===== src/rtl/weight_fetch_ctrl.sv =====
// Weight BRAM read initiator: issues COUNT reads from BASE, lands them in a credit-limited
// skid FIFO and streams them over valid/ready. Define WFETCH_RANGE_CHECK_EN to add ERR.
module weight_fetch_ctrl #(
    parameter int AW         = 5,
    parameter int DW         = 16,
    parameter int DEPTH      = 28,
    parameter int RD_LAT     = 1,
    parameter int FIFO_DEPTH = 4
) (
    input  logic          CLK,
    input  logic          RST_N,
    input  logic          START,
    input  logic [AW-1:0] BASE,
    input  logic [AW:0]   COUNT,
    output logic [AW-1:0] BRAM_ADDR,
    output logic          BRAM_EN,
    output logic          BRAM_WE,
    input  logic [DW-1:0] BRAM_DO,
    output logic [DW-1:0] W_DATA,
    output logic          W_VALID,
    input  logic          W_READY,
    output logic          W_LAST,
    output logic          BUSY,
    output logic          DONE
`ifdef WFETCH_RANGE_CHECK_EN
    ,
    output logic          ERR
`endif
);

    localparam int PW  = (RD_LAT > 1) ? RD_LAT - 1 : 1;
    localparam int FAW = (FIFO_DEPTH > 1) ? $clog2(FIFO_DEPTH) : 1;
    localparam int OW  = $clog2(FIFO_DEPTH + 1);
    localparam int CW  = OW + 1;
    localparam int XW  = AW + 2;

    typedef enum logic [1:0] {IDLE, FETCH, DRAIN, FIN} state_t;

    state_t         state_q, state_d;
    logic [AW-1:0]  ptr_q, ptr_d;
    logic [AW:0]    count_q, count_d;
    logic [AW:0]    issued_q, issued_d;
    logic [AW:0]    deliv_q, deliv_d;
    logic [PW-1:0]  vld_q, vld_d;
    logic [FAW-1:0] wr_ptr_q, wr_ptr_d;
    logic [FAW-1:0] rd_ptr_q, rd_ptr_d;
    logic [OW-1:0]  occ_q, occ_d;
    logic [DW-1:0]  fifo_q [FIFO_DEPTH];
    logic [DW-1:0]  fifo_d [FIFO_DEPTH];
`ifdef WFETCH_RANGE_CHECK_EN
    logic           err_q, err_d;
    logic           range_bad;
`endif

    logic [CW-1:0]  inflight;
    logic           issue;
    logic           push;
    logic           pop;

    function automatic logic [FAW-1:0] fifo_inc(input logic [FAW-1:0] p);
        return (p == FAW'(FIFO_DEPTH - 1)) ? '0 : p + 1'b1;
    endfunction

    always_comb begin
        // NOTE: every signal driven here gets a default first, so no path can infer a latch.
        state_d  = state_q;
        ptr_d    = ptr_q;
        count_d  = count_q;
        issued_d = issued_q;
        deliv_d  = deliv_q;
        wr_ptr_d = wr_ptr_q;
        rd_ptr_d = rd_ptr_q;
        occ_d    = occ_q;
        fifo_d   = fifo_q;
`ifdef WFETCH_RANGE_CHECK_EN
        err_d     = err_q;
        range_bad = ({2'b00, BASE} >= XW'(DEPTH)) ||
                    (({2'b00, BASE} + {1'b0, COUNT}) > XW'(DEPTH));
`endif

        // Reads still travelling through the BRAM pipeline hold a FIFO slot in advance.
        inflight = '0;
        for (int i = 0; i < PW; i++) begin
            if (i < RD_LAT - 1) inflight = inflight + CW'(vld_q[i]);
        end

        issue = (state_q == FETCH) && (issued_q < count_q) &&
                ((inflight + CW'(occ_q)) < CW'(FIFO_DEPTH));
        vld_d = PW'({vld_q, issue});
        push  = (RD_LAT == 1) ? issue : vld_q[PW-1];
        pop   = (occ_q != '0) && W_READY;

        if (push) begin
            fifo_d[wr_ptr_q] = BRAM_DO;
            wr_ptr_d         = fifo_inc(wr_ptr_q);
        end
        if (pop) begin
            rd_ptr_d = fifo_inc(rd_ptr_q);
            deliv_d  = deliv_q + 1'b1;
        end
        case ({push, pop})
            2'b10:   occ_d = occ_q + 1'b1;
            2'b01:   occ_d = occ_q - 1'b1;
            default: occ_d = occ_q;
        endcase

        unique case (state_q)
            IDLE: begin
                if (START) begin
                    ptr_d    = BASE;
                    count_d  = COUNT;
                    issued_d = '0;
                    deliv_d  = '0;
`ifdef WFETCH_RANGE_CHECK_EN
                    err_d    = range_bad;
                    state_d  = (range_bad || COUNT == '0) ? FIN : FETCH;
`else
                    state_d  = (COUNT == '0) ? FIN : FETCH;
`endif
                end
            end
            FETCH: begin
                if (issue) begin
                    ptr_d    = (ptr_q == AW'(DEPTH - 1)) ? '0 : ptr_q + 1'b1;
                    issued_d = issued_q + 1'b1;
                    if (issued_q + 1'b1 == count_q) state_d = DRAIN;
                end
            end
            // Look at the post-pop count so DONE follows the last word by one cycle.
            DRAIN:   if (deliv_d == count_q) state_d = FIN;
            FIN:     state_d = IDLE;
            default: state_d = IDLE;
        endcase
    end

    always_ff @(posedge CLK or negedge RST_N) begin
        if (!RST_N) begin
            state_q  <= IDLE;
            ptr_q    <= '0;
            count_q  <= '0;
            issued_q <= '0;
            deliv_q  <= '0;
            vld_q    <= '0;
            wr_ptr_q <= '0;
            rd_ptr_q <= '0;
            occ_q    <= '0;
`ifdef WFETCH_RANGE_CHECK_EN
            err_q    <= 1'b0;
`endif
            // NOTE: the skid storage is reset too, so W_DATA reads 0 straight out of reset.
            for (int i = 0; i < FIFO_DEPTH; i++) fifo_q[i] <= '0;
        end else begin
            // NOTE: non-blocking updates make every flop sample pre-edge values.
            state_q  <= state_d;
            ptr_q    <= ptr_d;
            count_q  <= count_d;
            issued_q <= issued_d;
            deliv_q  <= deliv_d;
            vld_q    <= vld_d;
            wr_ptr_q <= wr_ptr_d;
            rd_ptr_q <= rd_ptr_d;
            occ_q    <= occ_d;
`ifdef WFETCH_RANGE_CHECK_EN
            err_q    <= err_d;
`endif
            fifo_q   <= fifo_d;
        end
    end

    assign BRAM_ADDR = ptr_q;
    assign BRAM_EN   = issue;
    assign BRAM_WE   = 1'b0;
    assign W_DATA    = fifo_q[rd_ptr_q];
    assign W_VALID   = (occ_q != '0);
    assign W_LAST    = W_VALID && (deliv_q == count_q - 1'b1);
    assign BUSY      = (state_q == FETCH) || (state_q == DRAIN);
    assign DONE      = (state_q == FIN);
`ifdef WFETCH_RANGE_CHECK_EN
    assign ERR       = err_q;
`endif

endmodule


===== config.mk =====
export PLATFORM = sky130hd
export DESIGN_NAME = weight_fetch_ctrl
export DESIGN_NICKNAME = d
export VERILOG_FILES = /design/src/rtl/weight_fetch_ctrl.sv
export SDC_FILE = /design/constraint.sdc
export NUM_CORES = 1
export LEC_CHECK = 0
export ABC_AREA = 1
export BUFFER_PORTS_ARGS = -buffer_cell sky130_fd_sc_hd__buf_4
export CORE_AREA = 5 5 119 121
export CTS_BUF_LIST = sky130_fd_sc_hd__clkbuf_4 sky130_fd_sc_hd__clkbuf_8
export CTS_CLUSTER_SIZE = 16
export DETAILED_ROUTE_END_ITERATION = 10
export DIE_AREA = 0 0 124 126
export GPL_TIMING_DRIVEN = 0
export PLACE_DENSITY = 0.54
export SLEW_MARGIN = 20
export SYNTH_ARGS = -nofsm -noshare
export SYNTH_HDL_FRONTEND = slang
export SYNTH_SLANG_ARGS = --single-unit

===== constraint.sdc =====
create_clock -name CLK -period 2.94 [get_ports CLK]
set_input_delay 0.294 -clock CLK [delete_from_list [all_inputs] [get_ports CLK]]
set_output_delay 0.294 -clock CLK [all_outputs]
set_load 0.01 [all_outputs]

# Word level (Yosys, flattened, before mapping)
# Cells that the tools add are included.
word_totals:
  reg_bits: 96
  latchBits: 0
  ramBits: 0
  mem_bits_ro: 0
  input_bits: 31
  out_inout_bits: 27
  elab_cells: 81
  memories: 0
classes:
  addsub: 8
  multipliers: 0
  n_div: 0
  n_lt_le_gt_ge: 5
  eq_ne: 15
  shifts: 0
  muxes: 25
  n_bitwise: 2
  n_reduce_logical: 14
ops:
  columns: ["op", "n"]
  rows:
  - ["$bwmux 64", 1]
  - ["$mux 16", 3]
  - ["$bmux 16 s2", 1]
  - ["$demux 16 s2", 1]
  - ["$mux 6", 5]
  - ["$eq 6x6->1", 3]
  - ["$mux 5", 3]
  - ["$mux 2", 7]
  - ["$add 6x1->6 const B", 2]
  - ["$pmux 6 s2", 1]
  - ["$eq 2x2->1 const B", 5]
  - ["$pmux 5 s2", 1]
  - ["$pmux 2 s4", 1]
  - ["$ge 3x3->1 const B", 2]
  - ["$logic_not 6->1", 1]
  - ["$lt 6x6->1", 1]
  - ["$ne 2x2->1 const B", 3]
  - ["$not 2->3", 2]
  - ["$pmux 3 s2", 1]
  - ["$sub 6x1->6 const B", 1]
  - ["$add 5x1->5 const B", 1]
  - ["$eq 5x5->1 const B", 1]
  - ["$logic_and 1x1->1", 5]
  - ["$add 2x1->2 const B", 2]
  - ["other kinds (13)", 15]

# Depth between registers and ports, before layout
depth:
  ltp_word: 6
  depth_mapped: 14
  depth_no_buf: 14

# Worst setup path before layout
# No wires, ideal clock.
synth_path:
  path_kind: "reg-to-reg"
  from: "register count_q[3]"
  to: "register occ_q[2]"
  setup_ps: 131
  arrival_time_ps: 2110
  required_time_ps: 2809
  path_slack_ps: 699
  stages_incl_launch_ff: 15
  n_path_buf: 0
  synth_period_minus_slack_ps: 2241
  cell_sequence: "dfrtp_1 inv_1 ha_1 nand2_1 nor2_1 o21ai_0 nand3_1 inv_1 nand3_2 ha_1 inv_1 fa_1 a21oi_1 o21ai_0 xor2_1"
synth_between:
  elab_chain_cells: 5
  word_cells_on_any_way: 7
  cone_classes: "order compare (1); eq/ne (2); mux (1); reduce/logical (3)"
synth_lines:
  columns: ["element", "line", "source"]
  rows:
  - ["start: declaration", "41", "logic [AW:0] count_q, count_d;"]
  - ["start signal: assignment", "156", "count_q <= count_d;"]
  - ["$lt 6x6->1 *", "87", "issue = (state_q == FETCH) && (issued_q < count_q) &&"]
  - ["$logic_and 1x1->1 * (2 in series)", "87", null]
  - ["$eq 2x1->1 / $eq 2x2->1 (equally long branches)", "101", "case ({push, pop})"]
  - ["$pmux 3 s2 / $reduce_bool 2->1 (equally long branches)", null, null]
  - ["end signal: assignment", "146", "occ_q <= '0;"]
  - ["end signal: assignment", "162", "occ_q <= occ_d;"]
  - ["end: declaration", "47", "logic [OW-1:0] occ_q, occ_d;"]
# Mark *: on every way between the ends. The rest lies on a longest branch, timed or not.
# A chain may end at the register's enable or synchronous reset.

# Final worst setup path
# Same ends and word-level chain as after synthesis.

==> impl_results.html <==
<table>
<tr><th>Metric</th><th>Value</th></tr>
<tr><th colspan="2">Status</th></tr>
<tr><td>Run status</td><td>finished, violations left</td></tr>
<tr><td>Failing checks</td><td>negative hold slack</td></tr>
<tr><th colspan="2">Route</th></tr>
<tr><td>Starting DRT DRC Count</td><td>308</td></tr>
<tr><td>Average via count per standard cell</td><td>5.062</td></tr>
<tr><td>DRT Pass-1 Iters</td><td>5</td></tr>
<tr><td>Vias after detailed routing</td><td>4394</td></tr>
<tr><td>Wire length per cell after detailed routing</td><td>15.29 um</td></tr>
<tr><td># DRC</td><td>0</td></tr>
<tr><td>Total wire length</td><td>13.27 mm</td></tr>
<tr><td>Count of antenna-violating nets left after detailed routing</td><td>0</td></tr>
<tr><th colspan="2">Pwr</th></tr>
<tr><td>PD cells</td><td>1122 mW/mm^2</td></tr>
<tr><td>Leakage power</td><td>2.961 nW</td></tr>
<tr><td>Total Power Consumption</td><td>6.632 mW</td></tr>
<tr><td>Maximum vdd ir drop</td><td>0.0003845 V</td></tr>
<tr><th colspan="2">Worst setup path</th></tr>
<tr><td>Endpoint type of the worst setup path</td><td>flip-flop</td></tr>
<tr><td>Worst Setup Path Type</td><td>reg2reg</td></tr>
<tr><td>Largest stage delay on the critical path</td><td>0.47 ns</td></tr>
<tr><td>Category of the worst setup path launch point</td><td>flip-flop</td></tr>
<tr><td>Arrival time of the worst setup path</td><td>2.81 ns</td></tr>
<tr><td>Cell Chain, Critical Path</td><td>inv_1, ha_1, nand2_1, nor2_1, o21ai_0, nand3_1, inv_1, nand3_2, ha_1, inv_1, fa_1, a21oi_1, o21ai_0, xor2_1</td></tr>
<tr><td>Number of buffers and inverters on the critical path</td><td>3</td></tr>
<tr><td>Slowest cell on the critical path</td><td>sky130_fd_sc_hd__dfrtp_1</td></tr>
<tr><td>CP Max Fanout</td><td>6</td></tr>
<tr><td>Cell family with most CP delay</td><td>adder cells</td></tr>
<tr><td>Cell with the most instances on the worst path</td><td>sky130_fd_sc_hd__inv_1</td></tr>
<tr><td>Required time reported for the critical path endpoint</td><td>3.20 ns</td></tr>
<tr><th colspan="2">CTS</th></tr>
<tr><td>Number of buffers created by CTS</td><td>9</td></tr>
<tr><td>Number of buffers inserted by hold repair at cts</td><td>0</td></tr>
<tr><td>Reg clk slew, reported paths</td><td>0.10 ns</td></tr>
<tr><td>Root buffer cell</td><td>sky130_fd_sc_hd__clkbuf_8</td></tr>
<tr><td>Clock Latency Late Sink</td><td>0.38 ns</td></tr>
<tr><td>H-tree depth</td><td>3</td></tr>
<tr><td>Post-CTS Setup Repair Bufs</td><td>0</td></tr>
<tr><td>Number of clock sinks</td><td>96</td></tr>
<tr><td>Cts repair resizes</td><td>0</td></tr>
<tr><td>Maximum buffer depth of the clock tree</td><td>2</td></tr>
<tr><td>CTS tree</td><td>done</td></tr>
<tr><th colspan="2">Yosys</th></tr>
<tr><td>Count of flip-flops with a built-in enable after synthesis</td><td>0</td></tr>
<tr><td>Number of distinct library cells after synthesis</td><td>40</td></tr>
<tr><td>Netlist area before placement</td><td>0.005089 mm^2</td></tr>
<tr><td>Gate count of the mapped netlist</td><td>621</td></tr>
<tr><td>Synthesis-stage register bit count</td><td>96</td></tr>
<tr><td>Dominant register cell in the synthesized netlist</td><td>sky130_fd_sc_hd__dfrtp_1</td></tr>
<tr><td>Async set-reset flop share out of synthesis</td><td>1.000</td></tr>
<tr><td>Mean post-synth cell area</td><td>8.194 um^2</td></tr>
<tr><td>Yosys warns</td><td>0</td></tr>
<tr><td>Sequential area share after synthesis</td><td>0.4721</td></tr>
<tr><td>Syn Nets</td><td>673</td></tr>
<tr><td>Yosys top cell by area</td><td>sky130_fd_sc_hd__dfrtp_1</td></tr>
<tr><td>Cell types occupying the most area after synthesis</td><td>sky130_fd_sc_hd__dfrtp_1, sky130_fd_sc_hd__nand2_1, sky130_fd_sc_hd__o21ai_0</td></tr>
<tr><td>Proportion of netlist area held by the largest area contributor</td><td>0.4721</td></tr>
<tr><th colspan="2">Finish</th></tr>
<tr><td>Register cell area after layout</td><td>0.002402 mm^2</td></tr>
<tr><td>Final-layout fill cell count</td><td>1353</td></tr>
<tr><td>Final net count</td><td>740</td></tr>
<tr><td>Filler-free cell count of the finished design</td><td>868</td></tr>
<tr><td>Commonest non-fill, non-tap cell in the layout</td><td>sky130_fd_sc_hd__nand2_1</td></tr>
<tr><td>Area delta synth-&gt;final</td><td>16.18%</td></tr>
<tr><td>Number of diodes</td><td>0</td></tr>
<tr><td>Layout cells sized above 1</td><td>0.1590</td></tr>
<tr><td>Footprint of the multi-input gates</td><td>0.002345 mm^2</td></tr>
<tr><td>Commonest cells after routing, fill and taps aside</td><td>sky130_fd_sc_hd__nand2_1, sky130_fd_sc_hd__o21ai_0, sky130_fd_sc_hd__dfrtp_1</td></tr>
<tr><th colspan="2">Placed design</th></tr>
<tr><td>Port bufs</td><td>56</td></tr>
<tr><td>Detailed placer's ending HPWL</td><td>9.208 mm</td></tr>
<tr><td>Placed Cells</td><td>853</td></tr>
<tr><td>Routability congestion estimate</td><td>0.8216</td></tr>
<tr><td>Placement-stage worst setup slack</td><td>0.4046 ns</td></tr>
<tr><th colspan="2">Timing</th></tr>
<tr><td>Clock tree skew after final layout</td><td>0.01396 ns</td></tr>
<tr><td>Final setup viols</td><td>0</td></tr>
<tr><td>RSZ-0062 raised after global routing</td><td>false</td></tr>
<tr><td>Total Negative Setup Slacks</td><td>0 ns</td></tr>
<tr><td>Final min period</td><td>2.548 ns</td></tr>
<tr><td>Final WS setup</td><td>0.3923 ns</td></tr>
<tr><td>Tcrit/Tclk final</td><td>0.8666</td></tr>
<tr><td>Max Clk Rate</td><td>0.3925 GHz</td></tr>
<tr><td>Slew Viols, Final</td><td>0</td></tr>
<tr><td>Max-slew headroom</td><td>0.4080</td></tr>
<tr><td>Worst-margin pin slew</td><td>0.8880 ns</td></tr>
<tr><td>Hold Fails Final Rpt</td><td>1</td></tr>
<tr><td>Hold_ws</td><td>-0.002251 ns</td></tr>
<tr><th colspan="2">Floorplan</th></tr>
<tr><td>Total core area</td><td>0.01298 mm^2</td></tr>
<tr><td>Initial core utilization</td><td>0.3920</td></tr>
<tr><td>Standard-cell rows</td><td>42</td></tr>
<tr><td>Chip Height</td><td>126 um</td></tr>
<tr><td>Area enclosed by the die boundary</td><td>0.01562 mm^2</td></tr>
<tr><td>DIE WIDTH</td><td>124 um</td></tr>
<tr><td>I/O pins</td><td>58</td></tr>
<tr><th colspan="2">Hold path</th></tr>
<tr><td>Path type of the worst min-delay path</td><td>in2async</td></tr>
<tr><th colspan="2">GRT</th></tr>
<tr><td>Number of global-route vias before repair</td><td>4321</td></tr>
<tr><td>First-pass GRT wire length</td><td>22.00 mm</td></tr>
<tr><td>Remaining Overflow, GRT</td><td>0</td></tr>
<tr><td>Maximum number of pins on one net before global-route repair</td><td>97</td></tr>
<tr><td>Initial antenna violation count</td><td>0</td></tr>
<tr><td>Total routing resource utilization after global routing</td><td>0.1818</td></tr>
<tr><th colspan="2">Job</th></tr>
<tr><td>Maximum capacitance violations</td><td>0</td></tr>
</table>
[layout make-up]
cell class / count / area share
multi-input combinational: 444 / 0.3966
timing repair buffer: 56 / 0.07175
clock inverter: 5 / 0.006984
inverter: 55 / 0.03534
clock buffer: 10 / 0.02328
buffer: 26 / 0.02243
tap: 176 / 0.03725
sequential: 96 / 0.4063
[power by group]
group          total [mW]  switching (mW)  leakage [nW]  internal, mW
Sequential           2.44           0.488          1.16          1.96
Clock               0.805           0.474        0.0850         0.331
Combinational        3.38            2.01          1.71          1.37
Total                6.63            2.97          2.96          3.66
[metrics by stage]
stage                     cell area (um^2)    util
after floorplan                       5089       -
after global placement                5729  0.4414
after detailed placement              5733  0.4417
after CTS                             5912  0.4555
after global routing                  5912  0.4555
final                                 5912  0.4555
[path summary, 6_finish.rpt]
kind	cells after the start	startpoint	endpoint	slack, ns
max	14	count_q[3]$_DFFE_PN0P_	occ_q[2]$_DFFE_PN0P_	0.39
min	1	RST_N	fifo_q[53]$_DFFE_PN0P_	-0.002
max reg2reg	14	count_q[3]$_DFFE_PN0P_	occ_q[2]$_DFFE_PN0P_	0.39
min reg2reg	2	fifo_q[44]$_DFFE_PN0P_	fifo_q[44]$_DFFE_PN0P_	0.49
max in group asynchronous	1	RST_N	issued_q[5]$_DFFE_PN0P_	2.33
min in group CLK	3	COUNT[5]	count_q[5]$_DFFE_PN0P_	0.13
[registers in the layout, summed over array words and instances, names as in the netlist]
name       count
deliv_q        6
occ_q          3
BRAM_ADDR      5
issued_q       6
fifo_q        64
rd_ptr_q       2
count_q        6
wr_ptr_q       2
state_q        2
[routing by layer]
metal  global-route usage  routed length (um)  share of wire  vias up
met5                    0                   0              0        -
met4              0.05863                 204          0.015        0
met3              0.04215                 743          0.056       16
met2               0.2615                5877           0.44      111
met1               0.2704                6444           0.49     2104
li1                     -                   -              -     2163
[cells in the mapped netlist, types with 8 or more instances]
| master | number |
|---|---|
| sky130_fd_sc_hd__o21ai_1 | 13 |
| sky130_fd_sc_hd__ha_1 | 20 |
| sky130_fd_sc_hd__nor2_1 | 50 |
| sky130_fd_sc_hd__nand2_1 | 147 |
| sky130_fd_sc_hd__o21ai_0 | 110 |
| sky130_fd_sc_hd__xor2_1 | 11 |
| sky130_fd_sc_hd__dfrtp_1 | 96 |
| sky130_fd_sc_hd__nand3_1 | 26 |
| sky130_fd_sc_hd__o22ai_1 | 16 |
| sky130_fd_sc_hd__inv_1 | 53 |
| sky130_fd_sc_hd__buf_2 | 13 |
| sky130_fd_sc_hd__clkbuf_1 | 8 |
[cells by family after synthesis]
family / after synthesis / share of synthesized area
buffers and inverters: 81 / 0.06712
adders and majority gates: 21 / 0.05311
other: 1 / 0.0007369
AOI/OAI and AO/OA: 155 / 0.1652
DFF: 96 / 0.4721
and+or+nand+nor: 251 / 0.2142
xor gates and xnor gates: 16 / 0.02754
[worst reg2reg max path: stages (launching register included)]
cell and delay (ns):
sky130_fd_sc_hd__dfrtp_1 0.47, sky130_fd_sc_hd__inv_1 0.16, sky130_fd_sc_hd__ha_1 0.33, sky130_fd_sc_hd__nand2_1 0.05, sky130_fd_sc_hd__nor2_1 0.08, sky130_fd_sc_hd__o21ai_0 0.09
sky130_fd_sc_hd__nand3_1 0.09, sky130_fd_sc_hd__inv_1 0.06, sky130_fd_sc_hd__nand3_2 0.11, sky130_fd_sc_hd__ha_1 0.16, sky130_fd_sc_hd__inv_1 0.06, sky130_fd_sc_hd__fa_1 0.37
sky130_fd_sc_hd__a21oi_1 0.14, sky130_fd_sc_hd__o21ai_0 0.11, sky130_fd_sc_hd__xor2_1 0.15
Power figures use the tool's default switching activity.
